===== src/rtl/spi_sub_frame_if.sv =====
// spi_sub_frame_if: SPI pins plus the received-frame and response-word handshake of spi_sub_frame.
// Bit vectors declared [0:N] carry the first serial bit at index 0.
interface spi_sub_frame_if;
  logic         cs_n;
  logic         sclk;
  logic         mosi;
  logic         miso;
  logic [1:0]   rx_mode;    // rx_mode[1] is frame bit 0
  logic [0:255] rx_data;
  logic         rx_valid;
  logic         frame_err;
  logic [0:127] tx_data;
  logic         tx_load;

  modport master (
    output cs_n, sclk, mosi, tx_data, tx_load,
    input  miso, rx_mode, rx_data, rx_valid, frame_err
  );

  modport slave (
    input  cs_n, sclk, mosi, tx_data, tx_load,
    output miso, rx_mode, rx_data, rx_valid, frame_err
  );
endinterface


===== src/rtl/spi_sub_frame.sv =====
// spi_sub_frame: SPI mode-0 subordinate that receives one mode-tagged payload per chip-select
// window and returns a 128-bit response word on miso.
// Build option: define SPI_SUB_OVERRUN_CHK_EN to reject frames carrying more bits than the
// length implied by their mode; when undefined, surplus bits are dropped and the frame accepted.
module spi_sub_frame #(
  parameter int unsigned SYNC_STAGES = 2  // legal range 2..3
) (
  input logic            clk,
  input logic            rst,
  spi_sub_frame_if.slave bus
);

  typedef enum logic [1:0] {StIdle, StRecv, StCheck} state_e;

  localparam int unsigned RxBits = 258;
  localparam logic [8:0]  CntMax = 9'd258;

  state_e state_q, state_d;

  logic [SYNC_STAGES-1:0] cs_sync_q, sclk_sync_q, mosi_sync_q;
  logic                   cs_prev_q, sclk_prev_q;
  logic                   cs_fall_q, cs_rise_q;
  logic                   cs_s, sclk_s, mosi_s, sclk_rise, sclk_fall;

  logic [0:RxBits-1] rx_sr_q;
  logic [8:0]        cnt_q;
  logic [1:0]        mode_q;
  logic [8:0]        len;
  logic [0:255]      payload;
  logic              mode_legal, at_len, frame_ok, frame_start, shift_en, check;

  logic [1:0]   rx_mode_q;
  logic [0:255] rx_data_q;
  logic         rx_valid_q, frame_err_q;

  logic [0:127] tx_word_q, tx_sr_q, pend_q;
  logic         pend_vld_q;

  assign cs_s   = cs_sync_q[SYNC_STAGES-1];
  assign sclk_s = sclk_sync_q[SYNC_STAGES-1];
  assign mosi_s = mosi_sync_q[SYNC_STAGES-1];

  // sclk edges act immediately to leave miso settling margin; cs edges take one extra flop.
  assign sclk_rise = sclk_s & ~sclk_prev_q;
  assign sclk_fall = ~sclk_s & sclk_prev_q;

  // Synchronizers and edge detect. Chains clear to 0 so a select already low at reset release
  // is never mistaken for a fresh fall; the frame is skipped until cs_n has been seen high.
  always_ff @(posedge clk) begin
    if (rst) begin
      cs_sync_q   <= '0;
      sclk_sync_q <= '0;
      mosi_sync_q <= '0;
      cs_prev_q   <= 1'b0;
      sclk_prev_q <= 1'b0;
      cs_fall_q   <= 1'b0;
      cs_rise_q   <= 1'b0;
    end else begin
      cs_sync_q   <= {cs_sync_q[SYNC_STAGES-2:0], bus.cs_n};
      sclk_sync_q <= {sclk_sync_q[SYNC_STAGES-2:0], bus.sclk};
      mosi_sync_q <= {mosi_sync_q[SYNC_STAGES-2:0], bus.mosi};
      cs_prev_q   <= cs_s;
      sclk_prev_q <= sclk_s;
      cs_fall_q   <= cs_prev_q & ~cs_s;
      cs_rise_q   <= ~cs_prev_q & cs_s;
    end
  end

  // State register.
  always_ff @(posedge clk) begin
    if (rst) begin
      state_q <= StIdle;
    end else begin
      state_q <= state_d;
    end
  end

  // Next state: a fall seen in StCheck starts the next frame straight away.
  always_comb begin
    state_d = state_q;
    case (state_q)
      StIdle:  if (cs_fall_q) state_d = StRecv;
      StRecv:  if (cs_rise_q) state_d = StCheck;
      StCheck: state_d = cs_fall_q ? StRecv : StIdle;
      default: state_d = StIdle;
    endcase
  end

  assign frame_start = cs_fall_q && (state_q != StRecv);
  assign shift_en    = sclk_rise && (state_q == StRecv);
  assign check       = (state_q == StCheck);

  // Expected length and payload extraction; the shift register stops at the frame length, so
  // the payload always ends at the last register bit.
  always_comb begin
    len     = CntMax;
    payload = '0;
    case (mode_q)
      2'b00: begin
        len     = 9'd130;
        payload = {rx_sr_q[130:257], 128'b0};
      end
      2'b01: begin
        len     = 9'd194;
        payload = {rx_sr_q[66:257], 64'b0};
      end
      default: begin
        len     = 9'd258;
        payload = rx_sr_q[2:257];
      end
    endcase
  end

  assign mode_legal = (mode_q != 2'b11);
  // Below two bits the counter is under any legal length, so a half-decoded mode is harmless.
  assign at_len     = mode_legal && (cnt_q >= len);

`ifdef SPI_SUB_OVERRUN_CHK_EN
  logic ovf_q;

  // Sticky flag: a bit arrived after the frame was already full (covers the saturated 258 case).
  always_ff @(posedge clk) begin
    if (rst) begin
      ovf_q <= 1'b0;
    end else if (frame_start) begin
      ovf_q <= 1'b0;
    end else if (shift_en && at_len) begin
      ovf_q <= 1'b1;
    end
  end

  assign frame_ok = mode_legal && (cnt_q == len) && !ovf_q;
`else
  assign frame_ok = mode_legal && (cnt_q >= len);
`endif

  // Receive shift register, saturating bit counter and mode capture.
  always_ff @(posedge clk) begin
    if (rst) begin
      rx_sr_q <= '0;
      cnt_q   <= '0;
      mode_q  <= '0;
    end else if (frame_start) begin
      rx_sr_q <= '0;
      cnt_q   <= '0;
      mode_q  <= '0;
    end else if (shift_en) begin
      if (cnt_q != CntMax) cnt_q <= cnt_q + 9'd1;
      if (cnt_q == 9'd0) mode_q[1] <= mosi_s;
      if (cnt_q == 9'd1) mode_q[0] <= mosi_s;
      if (!at_len) rx_sr_q <= {rx_sr_q[1:RxBits-1], mosi_s};
    end
  end

  // Frame verdict: exactly one pulse per frame; held data changes only on acceptance.
  always_ff @(posedge clk) begin
    if (rst) begin
      rx_valid_q  <= 1'b0;
      frame_err_q <= 1'b0;
      rx_mode_q   <= '0;
      rx_data_q   <= '0;
    end else begin
      rx_valid_q  <= check && frame_ok;
      frame_err_q <= check && !frame_ok;
      if (check && frame_ok) begin
        rx_mode_q <= mode_q;
        rx_data_q <= payload;
      end
    end
  end

  // Response path: direct load outside a frame, deferred load during one, reload at frame start.
  always_ff @(posedge clk) begin
    if (rst) begin
      tx_word_q  <= '0;
      tx_sr_q    <= '0;
      pend_q     <= '0;
      pend_vld_q <= 1'b0;
    end else begin
      if (bus.tx_load && (state_q != StRecv)) begin
        tx_word_q  <= bus.tx_data;
        tx_sr_q    <= bus.tx_data;
        pend_vld_q <= 1'b0;
      end else if (frame_start) begin
        if (pend_vld_q) begin
          tx_word_q  <= pend_q;
          tx_sr_q    <= pend_q;
          pend_vld_q <= 1'b0;
        end else begin
          tx_sr_q <= tx_word_q;
        end
      end else if ((state_q == StRecv) && sclk_fall) begin
        // Zero fill makes miso read 0 once all 128 bits are out.
        tx_sr_q <= {tx_sr_q[1:127], 1'b0};
      end
      if (bus.tx_load && (state_q == StRecv)) begin
        pend_q     <= bus.tx_data;
        pend_vld_q <= 1'b1;
      end
    end
  end

  assign bus.miso      = (state_q == StRecv) ? tx_sr_q[0] : 1'b0;
  assign bus.rx_mode   = rx_mode_q;
  assign bus.rx_data   = rx_data_q;
  assign bus.rx_valid  = rx_valid_q;
  assign bus.frame_err = frame_err_q;

endmodule


===== src/flat_wrapper.sv =====
// flat-port wrapper written by rule: the top's interface ports become plain ports
module spi_sub_frame_flat 
#(
  parameter int unsigned SYNC_STAGES = 2                     
)
  (clk, rst, bus_cs_n, bus_sclk, bus_mosi, bus_tx_data, bus_tx_load, bus_miso, bus_rx_mode, bus_rx_data, bus_rx_valid, bus_frame_err);
  spi_sub_frame_if bus_i ();
  input logic clk;
  input logic rst;
  input wire logic [$bits(bus_i.cs_n)-1:0] bus_cs_n;
  input wire logic [$bits(bus_i.sclk)-1:0] bus_sclk;
  input wire logic [$bits(bus_i.mosi)-1:0] bus_mosi;
  input wire logic [$bits(bus_i.tx_data)-1:0] bus_tx_data;
  input wire logic [$bits(bus_i.tx_load)-1:0] bus_tx_load;
  output wire logic [$bits(bus_i.miso)-1:0] bus_miso;
  output wire logic [$bits(bus_i.rx_mode)-1:0] bus_rx_mode;
  output wire logic [$bits(bus_i.rx_data)-1:0] bus_rx_data;
  output wire logic [$bits(bus_i.rx_valid)-1:0] bus_rx_valid;
  output wire logic [$bits(bus_i.frame_err)-1:0] bus_frame_err;
  assign bus_i.cs_n = bus_cs_n;
  assign bus_i.sclk = bus_sclk;
  assign bus_i.mosi = bus_mosi;
  assign bus_i.tx_data = bus_tx_data;
  assign bus_i.tx_load = bus_tx_load;
  assign bus_miso = bus_i.miso;
  assign bus_rx_mode = bus_i.rx_mode;
  assign bus_rx_data = bus_i.rx_data;
  assign bus_rx_valid = bus_i.rx_valid;
  assign bus_frame_err = bus_i.frame_err;
  spi_sub_frame #(.SYNC_STAGES(SYNC_STAGES)) u_core (.clk(clk), .rst(rst), .bus(bus_i));
endmodule

===== config.mk =====
export PLATFORM = sky130hd
export DESIGN_NAME = spi_sub_frame_flat
export DESIGN_NICKNAME = d
export VERILOG_FILES = /design/src/rtl/spi_sub_frame_if.sv /design/src/rtl/spi_sub_frame.sv /design/src/flat_wrapper.sv
export SDC_FILE = /design/constraint.sdc
export NUM_CORES = 2
export LEC_CHECK = 0
export CORE_ASPECT_RATIO = 1.1
export CORE_MARGIN = 10
export CORE_UTILIZATION = 40
export DETAILED_ROUTE_END_ITERATION = 7
export DONT_BUFFER_PORTS = 1
export PLACE_DENSITY_LB_ADDON = 0.15
export SYNTH_ARGS = -nofsm -noshare
export SYNTH_HDL_FRONTEND = slang
export SYNTH_SLANG_ARGS = --single-unit

===== constraint.sdc =====
create_clock -name clk -period 3.9 [get_ports clk]
set_clock_uncertainty 0.05 [all_clocks]
set_input_delay 0.585 -clock clk [delete_from_list [all_inputs] [get_ports clk]]
set_output_delay 0.585 -clock clk [all_outputs]
set_load 0.02 [all_outputs]

# Word level (Yosys, flattened, before mapping)
# Cells that the tools add are included.
[word_totals] out_inout_bits=261 ff_bits=924 word_cells=77
[op_classes] n_mux=16 bitwise=9 eq_ne=9 add_sub_neg=1 order_cmp=1 reduce_logical=21
[ops] op="2-to-1 mux 128 bit" count=6
[ops] op="one-hot mux 256 bit (2 select lines)" count=1
[ops] op="one-hot mux 9 bit (2 select lines)" count=1
[ops] op="AND reduction 2 bit" count=5
[ops] op="adder 9 x 1 -> 9 bit (second input constant)" count=1
[ops] op="equality test 9 x 1 -> 1 bit (second input constant)" count=1
[ops] op="greater-or-equal comparator 9 bit" count=1
[ops] op="zero test 9 bit" count=1
[ops] op="inequality test 9 bit (second input constant)" count=1
[ops] op="logical AND 1 bit" count=8
[ops] op="inequality test 2 x 1 -> 1 bit (second input constant)" count=3
[ops] op="one-hot mux 2 bit (3 select lines)" count=1
[ops] op="nonzero test 3 bit" count=2
[ops] op="2-to-1 mux 1 bit" count=5
[ops] op="NOT 1 bit" count=5
[ops] op="AND 1 bit" count=4
[ops] op="equality test 2 x 1 -> 1 bit (second input constant)" count=2
[ops] op="zero test 2 bit" count=2
[ops] op="2-to-1 mux 2 bit" count=2
[ops] op="equality test 2 bit (second input constant)" count=1
[ops] op="inequality test 2 bit (second input constant)" count=1
[ops] op="nonzero test 2 bit" count=1
[ops] op="OR reduction 2 bit" count=1
[ops] op="zero test 1 bit" count=1

# Logic depth before layout (Yosys ltp)
[depth] depth_word=6 ltp_mapped=12 mapped_depth_nobuf=6

# Least setup slack after synthesis
# OpenSTA, ideal clock, no wires.
[synth_path] path_kind="flip-flop to flip-flop" start="register u_core.mode_q[1]" end="register u_core.rx_data_q (netlist bit u_core.bus.rx_data[128])" slack_ns=1.019 stages_incl_launch_ff=13 path_buffers=6 period_less_slack_ns=2.881 arrival_time_ns=2.708 setup_ns=0.123 required_time_ns=3.727 cell_sequence="dfxtp_1 > buf_2 > buf_2 > clkbuf_1 > buf_2 > inv_1 > ha_1 > nand3b_1 > a221oi_1 > a211oi_2 > buf_2 > buf_4 > mux2_1"
[synth_between] elab_chain_cells=5 elab_cells_between_ends=8
[synth_rtl] element="from (decl)" line="spi_sub_frame.sv:27" rtl="logic [1:0] mode_q;"
[synth_rtl] element="from (signal assigned)" line="spi_sub_frame.sv:149" rtl="if (cnt_q == 9'd0) mode_q[1] <= mosi_s;"
[synth_rtl] element="equality test 2 x 1 -> 1 bit / zero test 2 bit (equally long branches)" line="spi_sub_frame.sv:98" rtl="case (mode_q)"
[synth_rtl] element="one-hot mux 9 bit (2 select lines)" line="spi_sub_frame.sv:98"
[synth_rtl] element="greater-or-equal comparator 9 bit" line="spi_sub_frame.sv:134" rtl="assign frame_ok = mode_legal && (cnt_q >= len);"
[synth_rtl] element="logical AND 1 bit" line="spi_sub_frame.sv:134"
[synth_rtl] element="logical AND 1 bit" line="spi_sub_frame.sv:165" rtl="if (check && frame_ok) begin"
[synth_rtl] element="to (signal assigned)" line="spi_sub_frame.sv:167" rtl="rx_data_q <= payload;"
[synth_rtl] element="to (decl)" line="spi_sub_frame.sv:33" rtl="logic [0:255] rx_data_q;"
# Several ways; a longest one is shown, not always the timed one.
# A chain may end at the register's enable or synchronous reset.

# Final worst setup path
[layout_path] start="register u_core.state_q[0]" end="register u_core.pend_q[118] (netlist bit)"
[layout_between] elab_chain_cells=2
[layout_rtl] element="from (decl)" line="spi_sub_frame.sv:18" rtl="state_e state_q, state_d;"
[layout_rtl] element="from (signal assigned)" line="spi_sub_frame.sv:72" rtl="state_q <= StIdle;"
[layout_rtl] element="from (signal assigned)" line="spi_sub_frame.sv:74" rtl="state_q <= state_d;"
[layout_rtl] element="equality test 2 x 1 -> 1 bit" line="spi_sub_frame.sv:196" rtl="if (bus.tx_load && (state_q == StRecv)) begin"
[layout_rtl] element="logical AND 1 bit" line="spi_sub_frame.sv:196"
[layout_rtl] element="to (signal assigned)" line="spi_sub_frame.sv:197" rtl="pend_q <= bus.tx_data;"
[layout_rtl] element="to (decl)" line="spi_sub_frame.sv:36" rtl="logic [0:127] tx_word_q, tx_sr_q, pend_q;"
# Every way passes these cells.

==> flow_summary.yaml <==
timing:
  fmax_mhz: 320
  max_slew_margin: -0.141
  fin_crit_ns: 3.13
  fin_tns_setup_ns: 0
  layout_setup_ws_ns: 0.775
  finalCritPeriodShare: 0.801
  finalSetupViolCount: 0
  worstMarginPinSlew_ns: 1.71
  rsz0062_at_grt: "false"
  hold_violations: 0
  final_max_slew_viol_count: 192
yosys:
  ys_ff_latch: 924
  synth_warnings: 0
  yosys.area.top_type: "dfxtp_1"
  yosys-top-cells-area: "dfxtp_1 (46%), mux2i_1 (14%), nand2_1 (8.4%), nand2b_1 (5.1%), mux2_2 (4.7%)"
  netlist_area_um2: 40200
  synth_nets: 4563
  ys_types: 41
  yosysTopAreaCellShare: 0.460
  ys_seq_area_frac: 0.460
  syn_inst: 4424
  syn_avg_cell_area_um2: 9.08
die:
  die_h_um: 352
  io_pins: 395
  design.die.area_um2: 114000
  die_w_um: 322
  design.core.area_um2: 99300
  rows: 121
  start_util: 0.405
global_routing:
  grt_overflow: 0
  grt_usage: 0.189
  grt_pass1_vias: 30200
  grt_max_degree: 732
  grt_pass1_wl_mm: 176
  grt_antenna_before_repair: 1
critical_path:
  r2r_cells: 6
  crit_arrival_ns: 3.70
  crit_chain: "nor2b_1 -> and2_4 -> buf_4 -> nand2_1 -> a21oi_1 -> dlygate4sd3_1"
  crit_type: "reg2reg"
  ff2ff_setup_slack_ns: 0.77
  r2r_start: "u_core.state_q[0]"
  end_kind: "flop"
  reg2reg_to: "u_core.pend_q[118]"
  crit_fanout: 35
  critPathTopFamily: "simple AND/OR/NAND/NOR gates"
  critPathLaunchType: "flop"
  path_buf_inv: 2
  cp.required_ns: 4.47
  max_stage_delay_ns: 0.63
  cpMaxStageDelayCell: "nor2b_1"
cells_and_area:
  syn_to_final_growth_pct: 16.0
  stdcell_count: 5785
  regArea_um2: 18500
  nFillCells: 9491
  drive_above_1_share: 0.0917
  multiInputGateArea_um2: 20200
  nets: 4544
clocking:
  postCtsSetupBuffers: 0
  clk_latency_ns: 0.69
  cts-root-buf: "clkbuf_16"
  clock_path_buffers: 3
  h-tree-depth: 3
  cts.sinks: 924
  path_clk_slew_ns: 0.06
  cts_inserted_buffers: 102
  hold_buffers: 204
  cts_tree: "done"
  cts_resized: 0
min_path:
  min_to: "u_core.sclk_sync_q[0]"
  hold_class: "in2reg"
  hold_path_depth: 1
  min_from: "bus_sclk"
drt:
  viasPerCell: 5.29
  drtIter0Drc: 2327
  firstDrtPassIters: 5
  drc: 0
  antenna_left: 0
  wl_per_cell_um: 19.2
  vias: 30600
  routed_wl_mm: 111
placement:
  io_buffers: 0
  dp_hpwl_mm: 65.2
  dp_slack_ns: 1.21
  dp.cells: 5388
  gp_congestion: 0.747
power:
  power.density_nw_per_um2: 444
  peakVddDrop_v: 0.000306
  p_leak_nw: 16.8
status:
  status: "complete, but fails checks"
  failed_checks: "max-slew violations"
run:
  drv_cap: 0
==> per-stage QoR <==
stage	utilization	hold WS (ns)	instance area (µm²)	power, mW
global placement	0.413	0.354	41000	10.7
detailed placement	0.413	0.347	41000	10.7
floorplan	-	0.333	40200	10.6
CTS	0.469	0.00120	46600	20.9
finish	0.469	0.0667	46600	20.7
global route	0.469	0.0139	46600	21.4
==> report_power, final <==
group / internal, mW / switching, mW / total (mW) / leakage (nW)
Sequential: 9.64 / 0.108 / 9.75 / 7.50
Combinational: 0.456 / 0.486 / 0.942 / 7.52
Clock: 5.86 / 4.13 / 9.99 / 1.74
Total: 16.0 / 4.72 / 20.7 / 16.8
==> placed cells by master (no fill, tap or decap), types with 27 or more instances in the layout <==
cell type / count
nand2_1: 899
o21ai_0: 132
nand3b_1: 66
a22oi_1: 193
a311oi_1: 127
a21oi_1: 264
mux2_2: 166
clkbuf_16: 104
dlygate4sd3_1: 202
clkinv_2: 27
dfxtp_1: 921
nor2_1: 203
nor2b_1: 74
nand2b_1: 330
mux2i_1: 579
buf_4: 30
==> cell type report <==
type,instances,share of cell area
Clock buffer,147,0.0647
Clock inverter,45,0.0106
Inverter,6,0.000483
Timing Repair Buffer,257,0.0593
Antenna cell,1,0.0000537
Tap cell,1291,0.0347
Multi-Input combinational cell,3114,0.433
Sequential cell,924,0.397
==> kinds of logic after synthesis <==
family                     count (synthesis)  synth area share
AOI/OAI and AO/OA                        729             0.116
xor gates and xnor gates                   5           0.00109
adders and majority gates                  5           0.00156
buffers and inverters                    386            0.0396
DFF                                      924             0.460
muxes                                    772             0.198
and+or+nand+nor                         1603             0.183
==> per-layer routing <==
metal	GRT usage	vias to the layer above	wire length, µm
met5	0	-	0
met4	0.0531	0	2360
met3	0.0551	153	8250
met2	0.302	656	50400
met1	0.244	14600	50000
li1	-	15200	-
==> synthesized netlist by cell type (all sizes together) <==
cell type and instances:
and2 3, a21oi 265, a211oi 2, a21o 2, buf 95, nor4bb 1, a41oi 1, inv 6
clkbuf 285, a22oi 193, mux2i 580, o21ai 132, o22ai 1, nand4 3, nand2b 330, nor2 203
nor2b 75, or2 1, nand3b 66, and4b 1, nand2 901, o21a 1, a21boi 1, dfxtp 924
a221oi 1, mux2 192, nor3 5, nand4bb 1, o211ai 1, nand3 5, ha 5, a311oi 127
or3 2, a21bo 2, nor4 1, xnor2 5, nor3b 5
==> sequential cells by signal (all words and copies together) (netlist names), 2 cells and up <==
name / count
u_core.cnt_q: 9
u_core.state_q: 2
u_core.sclk_sync_q: 2
u_core.mosi_sync_q: 2
u_core.rx_sr_q: 256
u_core.cs_sync_q: 2
u_core.bus.rx_data: 256
u_core.tx_word_q: 128
u_core.bus.rx_mode: 2
u_core.pend_q: 128
u_core.tx_sr_q: 128
u_core.mode_q: 2
==> worst max path at each step <==
stage	from	endpoint	slack, ns	cells after the start
floorplan	u_core.mode_q[1]	u_core.bus.rx_data[128]	1.02	12
global placement	u_core.mode_q[1]	u_core.rx_sr_q[95]	1.25	8
detailed placement	u_core.state_q[0]	u_core.tx_sr_q[40]	1.21	5
CTS	u_core.state_q[0]	u_core.pend_q[84]	0.83	6
global route	u_core.state_q[0]	u_core.pend_q[115]	0.58	6
finish	u_core.state_q[0]	u_core.pend_q[118]	0.77	6
Power figures use the tool's default switching activity.
